## src/rtl/vga_mode_ctrl_if.sv

```systemverilog
// Mode-change request channel between the system control logic (master)
// and vga_mode_ctrl (slave).
//
// Handshake: a request transfers on every rising clk edge where
// req_valid && req_ready are both high. The master keeps req_valid and
// req_mode stable until that edge. req_ready does not depend on req_valid,
// and the slave may raise or drop it on any cycle.
interface vga_mode_ctrl_if;
   logic       req_valid;
   logic [1:0] req_mode;
   logic       req_ready;

   modport master (
      output req_valid,
      output req_mode,
      input  req_ready
   );

   modport slave (
      input  req_valid,
      input  req_mode,
      output req_ready
   );
endinterface

```

## src/rtl/vga_mode_ctrl.sv

```systemverilog
// vga_mode_ctrl: runtime video-mode controller for the VGA timing chain.
// Holds a four-entry preset table and drives the h/v line-timer
// configuration. A mode change is accepted in RUN, is applied on the next
// frame_end (never on the acceptance cycle), and then holds the timers in
// reset until the pixel PLL has stayed locked for SETTLE_CYCLES cycles.
//
// Optional feature macro: VGA_MODE_CTRL_TIMEOUT_EN
//   defined   : WAIT_FRAME forces the change after TIMEOUT_CYCLES cycles
//               without a frame_end, as if frame_end arrived on that cycle.
//   undefined : WAIT_FRAME waits for frame_end indefinitely.
module vga_mode_ctrl #(
   parameter int         LINE_WIDTH     = 12,
   parameter int         SETTLE_CYCLES  = 16,
   parameter logic [1:0] DEFAULT_MODE   = 2'd0,
   parameter int         TIMEOUT_CYCLES = 2**20
) (
   input  logic                  clk,
   input  logic                  rstn,
   vga_mode_ctrl_if.slave        req,
   input  logic                  pll_locked,
   input  logic                  frame_end,
   output logic                  timers_rstn,
   output logic [LINE_WIDTH-1:0] h_visible,
   output logic [LINE_WIDTH-1:0] h_front,
   output logic [LINE_WIDTH-1:0] h_sync,
   output logic [LINE_WIDTH-1:0] h_back,
   output logic [LINE_WIDTH-1:0] v_visible,
   output logic [LINE_WIDTH-1:0] v_front,
   output logic [LINE_WIDTH-1:0] v_sync,
   output logic [LINE_WIDTH-1:0] v_back,
   output logic                  h_pol,
   output logic                  v_pol,
   output logic [1:0]            cur_mode,
   output logic                  busy,
   output logic                  mode_changed,
   output logic [1:0]            fsm_state
);

   // FSM encoding; fsm_state exposes the raw register for debug
   localparam logic [1:0] ST_HOLD       = 2'd0;
   localparam logic [1:0] ST_RUN        = 2'd1;
   localparam logic [1:0] ST_WAIT_FRAME = 2'd2;

   // settle_cnt only needs to reach SETTLE_CYCLES-1
   localparam int SETTLE_W = (SETTLE_CYCLES > 1) ? $clog2(SETTLE_CYCLES) : 1;
   localparam logic [SETTLE_W-1:0] SETTLE_LAST = SETTLE_W'(SETTLE_CYCLES - 1);

   // One preset entry; 11 bits covers the widest value (1280)
   typedef struct packed {
      logic [10:0] hv;
      logic [10:0] hf;
      logic [10:0] hs;
      logic [10:0] hb;
      logic [10:0] vv;
      logic [10:0] vf;
      logic [10:0] vs;
      logic [10:0] vb;
      logic        hp;
      logic        vp;
   } preset_t;

   // Preset table; polarity 1 = active-high sync
   function automatic preset_t preset(input logic [1:0] m);
      preset_t p;
      case (m)
         2'd0:    p = '{11'd640,  11'd16,  11'd96,  11'd48,
                        11'd480,  11'd10,  11'd2,   11'd33, 1'b0, 1'b0};
         2'd1:    p = '{11'd800,  11'd40,  11'd128, 11'd88,
                        11'd600,  11'd1,   11'd4,   11'd23, 1'b1, 1'b1};
         2'd2:    p = '{11'd1024, 11'd24,  11'd136, 11'd160,
                        11'd768,  11'd3,   11'd6,   11'd29, 1'b0, 1'b0};
         default: p = '{11'd1280, 11'd110, 11'd40,  11'd220,
                        11'd720,  11'd5,   11'd5,   11'd20, 1'b1, 1'b1};
      endcase
      return p;
   endfunction

   logic [1:0]          state;
   logic [1:0]          state_nxt;
   logic [SETTLE_W-1:0] settle_cnt;
   logic [1:0]          pend_mode;
   logic                boot;
   preset_t             cfg;

   logic accept;
   logic accept_change;
   logic settle_done;
   logic timeout_hit;
   logic apply;

   assign accept        = (state == ST_RUN) && req.req_valid;
   assign accept_change = accept && (req.req_mode != cur_mode);
   assign settle_done   = (state == ST_HOLD) && pll_locked && (settle_cnt == SETTLE_LAST);
   // A frame_end (or a forced timeout) only matters while a change is pending
   assign apply         = (state == ST_WAIT_FRAME) && (frame_end || timeout_hit);

`ifdef VGA_MODE_CTRL_TIMEOUT_EN
   localparam int TO_W = (TIMEOUT_CYCLES > 1) ? $clog2(TIMEOUT_CYCLES) : 1;
   localparam logic [TO_W-1:0] TO_LAST = TO_W'(TIMEOUT_CYCLES - 1);

   logic [TO_W-1:0] wait_cnt;

   // Count cycles spent in WAIT_FRAME; zero on the first WAIT_FRAME cycle
   always_ff @(posedge clk) begin
      if (!rstn || state != ST_WAIT_FRAME) begin
         wait_cnt <= '0;
      end else if (wait_cnt != TO_LAST) begin
         wait_cnt <= wait_cnt + 1'b1;
      end
   end

   assign timeout_hit = (state == ST_WAIT_FRAME) && (wait_cnt == TO_LAST);
`else
   assign timeout_hit = 1'b0;
`endif

   // Next-state decode
   always_comb begin
      state_nxt = state;
      case (state)
         ST_HOLD:       if (settle_done)   state_nxt = ST_RUN;
         ST_RUN:        if (accept_change) state_nxt = ST_WAIT_FRAME;
         ST_WAIT_FRAME: if (apply)         state_nxt = ST_HOLD;
         default:                          state_nxt = ST_HOLD;
      endcase
   end

   // Settle counter: runs only in HOLD with lock; any lock drop restarts it
   always_ff @(posedge clk) begin
      if (!rstn || state != ST_HOLD || !pll_locked || settle_done) begin
         settle_cnt <= '0;
      end else begin
         settle_cnt <= settle_cnt + 1'b1;
      end
   end

   // State, pending mode, live parameter set and the release pulse
   always_ff @(posedge clk) begin
      if (!rstn) begin
         state        <= ST_HOLD;
         cur_mode     <= DEFAULT_MODE;
         pend_mode    <= DEFAULT_MODE;
         cfg          <= preset(DEFAULT_MODE);
         boot         <= 1'b1;
         mode_changed <= 1'b0;
      end else begin
         state        <= state_nxt;
         // The first release after reset is not a mode change
         mode_changed <= settle_done && !boot;
         if (settle_done) begin
            boot <= 1'b0;
         end
         if (accept_change) begin
            pend_mode <= req.req_mode;
         end
         if (apply) begin
            cur_mode <= pend_mode;
            cfg      <= preset(pend_mode);
         end
      end
   end

   // Status and handshake outputs decoded from the state register
   assign req.req_ready = (state == ST_RUN);
   assign busy          = (state != ST_RUN);
   assign timers_rstn   = (state == ST_RUN) || (state == ST_WAIT_FRAME);
   assign fsm_state     = state;

   // Zero-extend the registered preset onto the timer configuration bus
   assign h_visible = LINE_WIDTH'(cfg.hv);
   assign h_front   = LINE_WIDTH'(cfg.hf);
   assign h_sync    = LINE_WIDTH'(cfg.hs);
   assign h_back    = LINE_WIDTH'(cfg.hb);
   assign v_visible = LINE_WIDTH'(cfg.vv);
   assign v_front   = LINE_WIDTH'(cfg.vf);
   assign v_sync    = LINE_WIDTH'(cfg.vs);
   assign v_back    = LINE_WIDTH'(cfg.vb);
   assign h_pol     = cfg.hp;
   assign v_pol     = cfg.vp;

endmodule

```

## src/flat_wrapper.sv

```systemverilog
// flat-port wrapper written by rule: the top's interface ports become plain ports
module vga_mode_ctrl_flat 
#(
   parameter int         LINE_WIDTH     = 12,
   parameter int         SETTLE_CYCLES  = 16,
   parameter logic [1:0] DEFAULT_MODE   = 2'd0,
   parameter int         TIMEOUT_CYCLES = 2**20
)
  (clk, rstn, pll_locked, frame_end, timers_rstn, h_visible, h_front, h_sync, h_back, v_visible, v_front, v_sync, v_back, h_pol, v_pol, cur_mode, busy, mode_changed, fsm_state, req_req_valid, req_req_mode, req_req_ready);
  vga_mode_ctrl_if req_i ();
  input  logic clk;
  input  logic rstn;
  input  logic pll_locked;
  input  logic frame_end;
  output logic timers_rstn;
  output logic [LINE_WIDTH-1:0] h_visible;
  output logic [LINE_WIDTH-1:0] h_front;
  output logic [LINE_WIDTH-1:0] h_sync;
  output logic [LINE_WIDTH-1:0] h_back;
  output logic [LINE_WIDTH-1:0] v_visible;
  output logic [LINE_WIDTH-1:0] v_front;
  output logic [LINE_WIDTH-1:0] v_sync;
  output logic [LINE_WIDTH-1:0] v_back;
  output logic h_pol;
  output logic v_pol;
  output logic [1:0] cur_mode;
  output logic busy;
  output logic mode_changed;
  output logic [1:0] fsm_state;
  input wire logic [$bits(req_i.req_valid)-1:0] req_req_valid;
  input wire logic [$bits(req_i.req_mode)-1:0] req_req_mode;
  output wire logic [$bits(req_i.req_ready)-1:0] req_req_ready;
  assign req_i.req_valid = req_req_valid;
  assign req_i.req_mode = req_req_mode;
  assign req_req_ready = req_i.req_ready;
  vga_mode_ctrl #(.LINE_WIDTH(LINE_WIDTH), .SETTLE_CYCLES(SETTLE_CYCLES), .DEFAULT_MODE(DEFAULT_MODE), .TIMEOUT_CYCLES(TIMEOUT_CYCLES)) u_core (.clk(clk), .rstn(rstn), .req(req_i), .pll_locked(pll_locked), .frame_end(frame_end), .timers_rstn(timers_rstn), .h_visible(h_visible), .h_front(h_front), .h_sync(h_sync), .h_back(h_back), .v_visible(v_visible), .v_front(v_front), .v_sync(v_sync), .v_back(v_back), .h_pol(h_pol), .v_pol(v_pol), .cur_mode(cur_mode), .busy(busy), .mode_changed(mode_changed), .fsm_state(fsm_state));
endmodule
```

## config.mk

```make
export PLATFORM = sky130hd
export DESIGN_NAME = vga_mode_ctrl_flat
export DESIGN_NICKNAME = d
export VERILOG_FILES = /design/src/rtl/vga_mode_ctrl_if.sv /design/src/rtl/vga_mode_ctrl.sv /design/src/flat_wrapper.sv
export SDC_FILE = /design/constraint.sdc
export NUM_CORES = 1
export LEC_CHECK = 0
export CAP_MARGIN = 5
export CORE_UTILIZATION = 40
export CTS_CLUSTER_SIZE = 20
export DETAILED_ROUTE_END_ITERATION = 16
export PLACE_DENSITY = 0.95
export REMOVE_ABC_BUFFERS = 1
export SYNTH_ARGS = -nofsm -noshare
export SYNTH_HDL_FRONTEND = slang
export SYNTH_SLANG_ARGS = --single-unit
```

## constraint.sdc

```tcl
create_clock -name clk -period 2.5 [get_ports clk]
set_input_delay 0.5 -clock clk [delete_from_list [all_inputs] [get_ports clk]]
set_output_delay 0.5 -clock clk [all_outputs]
set_load 0.02 [all_outputs]
```

==> out/results.tsv, run 1 <==
stage	metric	value	unit
placed_design	port buffer count	57	
timing	minimum clock period	2.22	ns
drt	total wire length	2810	um
global_route	antenna violations before repair	0	
status	status	completed	
final_layout	Nets	256	
drt	violation count after the first detailed-route iteration	12	
synth	yosys warns	0	
synth	post-synth cell types	28	
critical_path	CP startpoint kind	flop	
synth	EDFF count, synth	0	
drt	total number of vias	1150	
timing	Final Cycle Share	0.888	
synth	Synth Area per Inst	8.51	um2
drt	wire per inst	9.83	um
clock_tree	CTS Sinks	25	
global_route	Overall Global Routing Usage	0.124	
drt	vias per cell	4.02	
timing	RSZ-0062 raised after global routing	no	
critical_path	cell family with most CP delay	buffers and inverters	
global_route	largest net degree at the start of global routing	16	
final_layout	area grow syn2layout	12.6	%
critical_path	CP max stage delay	0.61	ns
placed_design	HPWL Detailed	2300	um
final_layout	commonest non-fill, non-tap cell in the layout	clkdlybuf4s50_1	
pwr	Worst VDD drop	0.325	mV
placed_design	Place WS	0.363	ns
drt	Post-DRT Antenna Nets	0	
pwr	Clock power frac	0.319	
timing	Slew Limit Fails	0	
drt	DR DRC count	0	
pwr	Seq pwr share	0.546	
critical_path	worst-path fanout max	4	
synth	Post-synth ARST share	0	
final_layout	fill count	399	
clock_tree	# resized after CTS	0	
global_route	met2 Usage GRT	0.229	
timing	hold_ws	0.435	ns
critical_path	Worst path slowest cell	clkdlybuf4s50_1	
pwr	Sw Share	0.280	
synth	Synth Cell Area	0.00178	mm2
final_layout	layout cells sized above 1	0.0254	
clock_tree	Setup Buffers After CTS	0	
pwr	Static Leak	0.855	nW
clock_tree	Worst-Skew Late Latency	0.26	ns
synth	synthesized instance count	209	
pwr	total power	0.734	mW
floorplanning	# IOs	113	
placed_design	GP Congestion	0.766	
floorplanning	DIE HEIGHT	68.7	um
critical_path	critical path, cell by cell	inv_1, ha_1, inv_1, clkdlybuf4s50_1	
clock_tree	clock tree buffer depth	2	
clock_tree	clk slew on worst S/H paths	0.08	ns
global_route	vias in the first global route	957	
final_layout	most frequent cells in the layout	57 x clkdlybuf4s50_1, 55 x conb_1, 27 x nand2_1	
clock_tree	CTS buffer count	3	
timing	Final Setup Violations	0	
timing	worst slew pin tran	0.678	ns
global_route	GRT Max-Usage Layer	met2	
critical_path	crit end category	output pin	
global_route	grt ovf	0	
global_route	first-pass GRT wire length	4370	um
pwr	Comb pwr share	0.136	
timing	final hold violations	0	
floorplanning	initial core utilization	0.429	
floorplanning	die width	68.7	um
global_route	met1 Usage GRT	0.136	
critical_path	Critical Path RT	2.00	ns
timing	Max Freq	451	MHz
pwr	P_int	0.528	mW
min_path	HP Class	flop to flop	
timing	setup TNS	0	ns
pwr	pwr dens	367	mW/mm2
clock_tree	H-tree levels	1	
timing	relative slew slack	0.548	
critical_path	Bufs and invs on worst path	3	
drt	drt pass-1 iters	2	
synth	sequential fraction of the synthesis area	0.281	
synth	prevailing post-synth register cell	dfxtp_1	
timing	Final Skew	0.00268	ns
final_layout	# diodes	0	
floorplanning	core area	0.00414	mm2
global_route	met3 Use GR	0.0313	
flow_run	Max Cap Viol	0	
pwr	NetSw	0.206	mW
critical_path	CP arrival	1.72	ns
clock_tree	CTS tree	built	
floorplanning	Die Area	0.00472	mm2
critical_path	cell mode on critical path	inv_1	
clock_tree	hold buffers post-CTS	0	
critical_path	CP Class	flop to output pin	
floorplanning	row cnt	23	
timing	setup ws final	0.281	ns
clock_tree	CTS root buffer	clkbuf_8	
synth	synthesized flop and latch total	25	
## cell families (layout without fill, tap and decap cells)
kind of cell,after synthesis,in the layout,share of synthesized area
AOI/OAI and AO/OA,17,17,0.0739
muxes,4,4,0.0225
adders and majority gates,12,12,0.0844
buffers and inverters,96,69,0.388
other,1,55,0.00211
DFF,25,25,0.281
and+or+nand+nor,50,50,0.127
xor gates and xnor gates,4,4,0.0197
## synth_stat cells (all sizes together) (3+ instances only)
master  count  area (um2)
nor2        7        26.3
buf        87         648
inv         7        26.3
ha         12         150
a21boi      6        45.0
xnor2       3        26.3
nor3        4        20.0
o21ai       4        20.0
o211ai      3        22.5
nand2      27         101
nand3       4        20.0
dfxtp      25         500
mux2i       4        40.0
## sequential cells by signal (all words and copies together) (netlist names)
| name | count |
|---|---|
| u_core.mode_changed | 1 |
| u_core.boot | 1 |
| u_core.v_back | 2 |
| u_core.settle_cnt | 4 |
| u_core.v_front | 1 |
| u_core.cur_mode | 2 |
| u_core.v_sync | 2 |
| u_core.fsm_state | 2 |
| u_core.h_visible | 1 |
| u_core.v_visible | 5 |
| u_core.pend_mode | 2 |
| u_core.h_sync | 2 |
## worst paths after layout
path                                                        from                                to  slack [ns]  cells past startpoint
worst max-delay path            u_core.fsm_state[1]$_SDFFE_PN0P_                              busy        0.28                      4
worst min-delay path                    u_core.boot$_SDFFE_PN1P_    u_core.mode_changed$_SDFF_PN0_        0.43                      1
worst max register to register  u_core.fsm_state[0]$_SDFFE_PN0P_  u_core.h_visible[9]$_SDFFE_PN1P_        0.77                      5
worst min register to register          u_core.boot$_SDFFE_PN1P_    u_core.mode_changed$_SDFF_PN0_        0.43                      1
## layout make-up
class | instances | area (um2) | share of cell area
sequential | 25 | 500 | 0.250
inverter | 7 | 26.3 | 0.0131
tap | 50 | 62.6 | 0.0313
multi-input combinational | 142 | 790 | 0.394
clock buffer | 4 | 45.0 | 0.0225
timing repair buffer | 58 | 578 | 0.289
## per-stage QoR
step	cell area (um2)	utilization	instances
detailed placement	1960	0.472	282
global placement	1960	0.472	282
finish	2000	0.483	286
floorplan	1320	-	174
global route	2000	0.483	286
CTS	2000	0.483	286
## routing by layer
| layer | up-vias | wire, um |
|---|---|---|
| met2 | 62 | 1460 |
| met5 | - | 0 |
| li1 | 572 | - |
| met1 | 512 | 1100 |
| met4 | 0 | 23 |
| met3 | 4 | 223 |
## power groups by stage
stage          registers [mW]  clock network [mW]  logic (mW)
2_1_floorplan           0.410                   0      0.0806
4_1_cts                 0.400               0.240      0.0984
6_report                0.400               0.234      0.0995
5_1_grt                 0.401               0.258       0.111
3_3_place_gp            0.410                   0      0.0979
3_5_place_dp            0.410                   0      0.0982
## worst reg2reg max path, delay by kind of cell (launching register included)
kind / cells / cell delay, ns
buffers and inverters: 1 / 0.12
DFF: 1 / 0.36
and+or+nand+nor: 1 / 0.56
adders and majority gates: 1 / 0.18
AOI/OAI and AO/OA: 2 / 0.43
Power figures use the tool's default switching activity.
==> run 2, diff against run 1 <==
--- a/config.mk
+++ b/config.mk
@@ -6,7 +6,9 @@
 export NUM_CORES = 1
 export LEC_CHECK = 0
 export CAP_MARGIN = 5
-export CORE_UTILIZATION = 40
+export CELL_PAD_IN_SITES_DETAIL_PLACEMENT = 0
+export CELL_PAD_IN_SITES_GLOBAL_PLACEMENT = 1
+export CORE_UTILIZATION = 27
 export CTS_CLUSTER_SIZE = 20
 export DETAILED_ROUTE_END_ITERATION = 16
 export PLACE_DENSITY = 0.95
==> run 2 against run 1 <==
  * Clock skew increased by 0.0021 ns
  * Sequential power about the same
  * Sequential cell count stayed put
  * Sequential share of layout area shrank 0.43 points
  * Via count is 1.7% higher
  * Routed wire length grew 2.7%
  * Die area is 47% higher
  * Total power is 1.2% higher
  * Register-to-register slack gained 0.05 ns
  * Design area rose by 1.7%
  * Largest cell class unchanged
==> out/results.tsv, run 2 (same netlist as run 1, synthesis figures left out) <==
stage	metric	value	unit
placed_design	placed cell areas	0.00199	mm2
global_route	first-pass GRT wire length	4640	um
final_layout	most frequent cells in the layout	57 x clkdlybuf4s50_1, 55 x conb_1, 27 x nand2_1	
drt	vias per cell	3.73	
drt	violation count after the first detailed-route iteration	25	
floorplanning	# IOs	113	
clock_tree	H-tree levels	1	
critical_path	Reg2Reg Setup Slack	0.82	ns
clock_tree	clock tree buffer depth	2	
pwr	pwr dens	365	mW/mm2
floorplanning	DIE HEIGHT	83.2	um
clock_tree	hold buffers post-CTS	0	
timing	worst slew pin tran	0.651	ns
floorplanning	row cnt	29	
final_layout	Nets	256	
global_route	grt ovf	0	
global_route	GRT Max-Usage Layer	met2	
global_route	met3 Use GR	0.0139	
global_route	Overall Global Routing Usage	0.0830	
timing	minimum clock period	2.21	ns
floorplanning	core area	0.00635	mm2
critical_path	CP arrival	1.71	ns
global_route	met2 Usage GRT	0.140	
timing	Final Setup Violations	0	
final_layout	commonest non-fill, non-tap cell in the layout	clkdlybuf4s50_1	
drt	Post-DRT Antenna Nets	0	
clock_tree	CTS buffer count	3	
drt	total number of vias	1169	
pwr	total power	0.743	mW
critical_path	worst-path fanout max	4	
drt	DR DRC count	0	
drt	wire per inst	9.22	um
critical_path	crit end category	output pin	
floorplanning	initial core utilization	0.280	
clock_tree	# resized after CTS	0	
final_layout	storage element area	500	um2
timing	relative slew slack	0.566	
timing	Slew Limit Fails	0	
timing	Max Freq	452	MHz
final_layout	Design Area, Final	0.00204	mm2
critical_path	CP startpoint kind	flop	
timing	final hold violations	0	
clock_tree	CTS Sinks	25	
floorplanning	Die Area	0.00691	mm2
floorplanning	die width	83.2	um
pwr	Worst VDD drop	0.174	mV
final_layout	max FFs per register	5	
final_layout	area grow syn2layout	14.6	%
global_route	largest net degree at the start of global routing	16	
clock_tree	CTS tree	built	
clock_tree	Setup Buffers After CTS	0	
timing	RSZ-0062 raised after global routing	no	
timing	setup TNS	0	ns
final_layout	# diodes	0	
placed_design	port buffer count	57	
global_route	met1 Usage GRT	0.0975	
pwr	Static Leak	0.858	nW
critical_path	Critical Path RT	2.00	ns
final_layout	Multi-input gate area	790	um2
global_route	antenna violations before repair	0	
final_layout	fill count	648	
global_route	vias in the first global route	994	
final_layout	layout cells sized above 1	0.0297	
status	status	completed	
final_layout	Post-Route Utilization	0.321	
drt	total wire length	2890	um
min_path	HP Class	flop to flop	
timing	Final Cycle Share	0.884	
flow_run	Max Cap Viol	0	
timing	Final Skew	0.00475	ns
critical_path	CP Class	flop to output pin	
drt	drt pass-1 iters	4	
clock_tree	CTS root buffer	clkbuf_8	
placed_design	HPWL Detailed	2290	um
placed_design	GP Congestion	0.762	
clock_tree	clk slew on worst S/H paths	0.08	ns
clock_tree	Worst-Skew Late Latency	0.27	ns
run 2: stage by stage:
step / std cells / hold slack (ns) / setup WS [ns]
2_1_floorplan: 174 / 0.394 / 0.767
3_3_place_gp: 309 / 0.419 / 0.529
3_5_place_dp: 309 / 0.424 / 0.491
4_1_cts: 313 / 0.439 / 0.273
5_1_grt: 313 / 0.450 / 0.191
6_report: 313 / 0.439 / 0.290
run 2: routing by layer:
layer,vias up,part of all wire
met3,5,0.062
met4,0,0.024
met1,532,0.43
met2,61,0.48
li1,571,-
met5,-,0
run 2: path summary, 6_finish.rpt:
kind,cells past startpoint,end,startpoint
setup / recovery,4,busy,u_core.fsm_state[1]$_SDFFE_PN0P_
hold reg to reg,1,u_core.mode_changed$_SDFF_PN0_,u_core.boot$_SDFFE_PN1P_
setup reg to reg,5,u_core.h_visible[9]$_SDFFE_PN1P_,u_core.fsm_state[0]$_SDFFE_PN0P_
hold / removal,1,u_core.mode_changed$_SDFF_PN0_,u_core.boot$_SDFFE_PN1P_
run 2: final cells by class:
type | count | area share
Clock buffer | 3 | 0.0203
Sequential cell | 25 | 0.246
Clock inverter | 1 | 0.00246
Inverter | 7 | 0.0129
Timing Repair Buffer | 58 | 0.284
Multi-Input combinational cell | 142 | 0.388
Tap cell | 77 | 0.0473
run 2: critical path, stage by stage, from the launching register on:
cell	delay, ns
dfxtp_1	0.39
inv_1	0.11
ha_1	0.24
inv_1	0.10
clkdlybuf4s50_1	0.60
run 2: power breakdown:
group | total [mW] | switching, mW | internal, mW
sequential | 0.400 | 0.00112 | 0.399
clock | 0.242 | 0.130 | 0.112
combinational | 0.100 | 0.0852 | 0.0152
total | 0.743 | 0.216 | 0.526
==> run 3, diff against run 2 <==
==> constraint.sdc (replaced) <==
create_clock -name clk -period 2.5 [get_ports clk]
set_input_delay 0.5 -clock clk [delete_from_list [all_inputs] [get_ports clk]]
set_output_delay 0.5 -clock clk [all_outputs]
set_load 0.01 [all_outputs]
==> run 3 against run 2 <==
  * Routed wire length up 2.3%
  * Non-clock buffer count increased by 1
  * Core utilization rose by 0.12 points
  * Maximum frequency increased by 3.3%
  * First-iteration DRC count grew 28%
  * Clock-buffer cell count is the same
  * Cell count increased by 0.32%
  * Largest cell class unchanged
==> out/results.tsv, run 3 (same netlist as run 1, synthesis figures left out) <==
stage	metric	value	unit
critical_path	Reg2Reg Setup Slack	0.87	ns
global_route	grt ovf	0	
critical_path	cell family with most CP delay	buffers and inverters	
timing	Slew Limit Fails	0	
placed_design	HPWL Detailed	2420	um
global_route	Overall Global Routing Usage	0.0824	
clock_tree	H-tree levels	1	
final_layout	most frequent cells in the layout	57 x clkdlybuf4s50_1, 55 x conb_1, 27 x nand2_1	
floorplanning	Die Area	0.00691	mm2
global_route	antenna violations before repair	0	
placed_design	placed cell areas	0.00200	mm2
min_path	hold path endpoint	u_core.mode_changed$_SDFF_PN0_	
clock_tree	CTS Sinks	25	
global_route	met3 Use GR	0.0129	
final_layout	layout cells sized above 1	0.0338	
drt	total number of vias	1176	
critical_path	crit end category	output pin	
global_route	met1 Usage GRT	0.0928	
critical_path	R2R depth	6	
drt	drt pass-1 iters	3	
timing	setup TNS	0	ns
timing	hold_ws	0.430	ns
floorplanning	DIE HEIGHT	83.2	um
critical_path	Bufs and invs on worst path	2	
global_route	largest net degree at the start of global routing	16	
clock_tree	hold buffers post-CTS	0	
flow_run	Max Cap Viol	0	
pwr	Worst VDD drop	0.207	mV
drt	wire per inst	9.40	um
floorplanning	core area	0.00635	mm2
placed_design	port buffer count	57	
drt	total wire length	2950	um
critical_path	CP Class	flop to output pin	
final_layout	fin cells	314	
final_layout	Nets	257	
timing	RSZ-0062 raised after global routing	no	
floorplanning	die width	83.2	um
critical_path	reg2reg start	u_core.fsm_state[0]$_SDFFE_PN0P_	
critical_path	Worst path slowest cell	clkdlybuf4s50_1	
pwr	total power	0.696	mW
critical_path	CP max stage delay	0.53	ns
final_layout	Design Area, Final	0.00204	mm2
timing	final hold violations	0	
floorplanning	row cnt	29	
final_layout	Post-Route Utilization	0.322	
timing	Final Cycle Share	0.856	
placed_design	GP Congestion	0.743	
floorplanning	initial core utilization	0.280	
status	status	completed	
min_path	WHS Path Cells	1	
timing	Final Setup Violations	0	
drt	DR DRC count	0	
clock_tree	CTS buffer count	3	
clock_tree	Worst-Skew Late Latency	0.26	ns
clock_tree	# resized after CTS	0	
drt	vias per cell	3.75	
clock_tree	CTS root buffer	clkbuf_8	
clock_tree	Setup Buffers After CTS	0	
critical_path	reg2reg end	u_core.fsm_state[1]$_SDFFE_PN0P_	
pwr	pwr dens	340	mW/mm2
clock_tree	clock tree buffer depth	2	
critical_path	worst-path fanout max	5	
min_path	hold_sp	u_core.boot$_SDFFE_PN1P_	
clock_tree	clk slew on worst S/H paths	0.08	ns
final_layout	commonest non-fill, non-tap cell in the layout	clkdlybuf4s50_1	
global_route	vias in the first global route	1005	
critical_path	Critical Path RT	2.00	ns
final_layout	# diodes	0	
min_path	HP Class	flop to flop	
drt	Post-DRT Antenna Nets	0	
critical_path	critical path, cell by cell	inv_1, ha_1, clkdlybuf4s50_1	
timing	Final Skew	0.00237	ns
floorplanning	# IOs	113	
clock_tree	CTS tree	built	
global_route	first-pass GRT wire length	4710	um
final_layout	max FFs per register	5	
global_route	GRT Max-Usage Layer	met2	
placed_design	Cell Count Post-Placement	310	
critical_path	CP arrival	1.64	ns
final_layout	area grow syn2layout	15.0	%
critical_path	CP startpoint kind	flop	
pwr	Static Leak	0.864	nW
placed_design	Place WS	0.640	ns
drt	violation count after the first detailed-route iteration	32	
timing	Max Freq	467	MHz
global_route	met2 Usage GRT	0.151	
timing	setup ws final	0.361	ns
timing	minimum clock period	2.14	ns
==> run 3: how the worst max path moves through the flow <==
stage / from / to / slack (ns) / cells after the start
after floorplan: u_core.fsm_state[1]$_SDFFE_PN0P_ / u_core.fsm_state[0]$_SDFFE_PN0P_ / 1.0 / 6
after global placement: frame_end / u_core.fsm_state[1]$_SDFFE_PN0P_ / 0.68 / 5
after detailed placement: rstn / u_core.settle_cnt[3]$_SDFF_PP0_ / 0.64 / 4
after CTS: u_core.fsm_state[0]$_SDFFE_PN0P_ / timers_rstn / 0.35 / 3
after global routing: u_core.fsm_state[1]$_SDFFE_PN0P_ / busy / 0.27 / 4
final: u_core.fsm_state[0]$_SDFFE_PN0P_ / timers_rstn / 0.36 / 3
==> run 3: final cells by class <==
cell class | instances | area [um2]
Clock buffer | 3 | 41.3
Clock inverter | 1 | 5.00
Fill cell | 653 | 4310
Inverter | 7 | 26.3
Multi-Input combinational cell | 142 | 790
Sequential cell | 25 | 500
Tap cell | 77 | 96.3
Timing Repair Buffer | 59 | 586
==> run 3: routing by layer <==
metal / vias to the layer above / part of all wire
met5: - / 0
met4: 0 / 0.019
met3: 4 / 0.063
met2: 63 / 0.51
met1: 531 / 0.41
li1: 578 / -
==> run 3: where the power goes <==
| part | switching [mW] | total (mW) | internal [mW] |
|---|---|---|---|
| combinational | 0.0499 | 0.0651 | 0.0152 |
| clock | 0.119 | 0.230 | 0.111 |
| sequential | 0.00117 | 0.400 | 0.399 |
==> run 3: worst register-to-register path, delay by kind of cell (launching register included) <==
family	cells	cell delay, ns
muxes	1	0.20
and+or+nand+nor	1	0.17
AOI/OAI and AO/OA	2	0.41
DFF	1	0.43
adders and majority gates	1	0.24
buffers and inverters	1	0.12
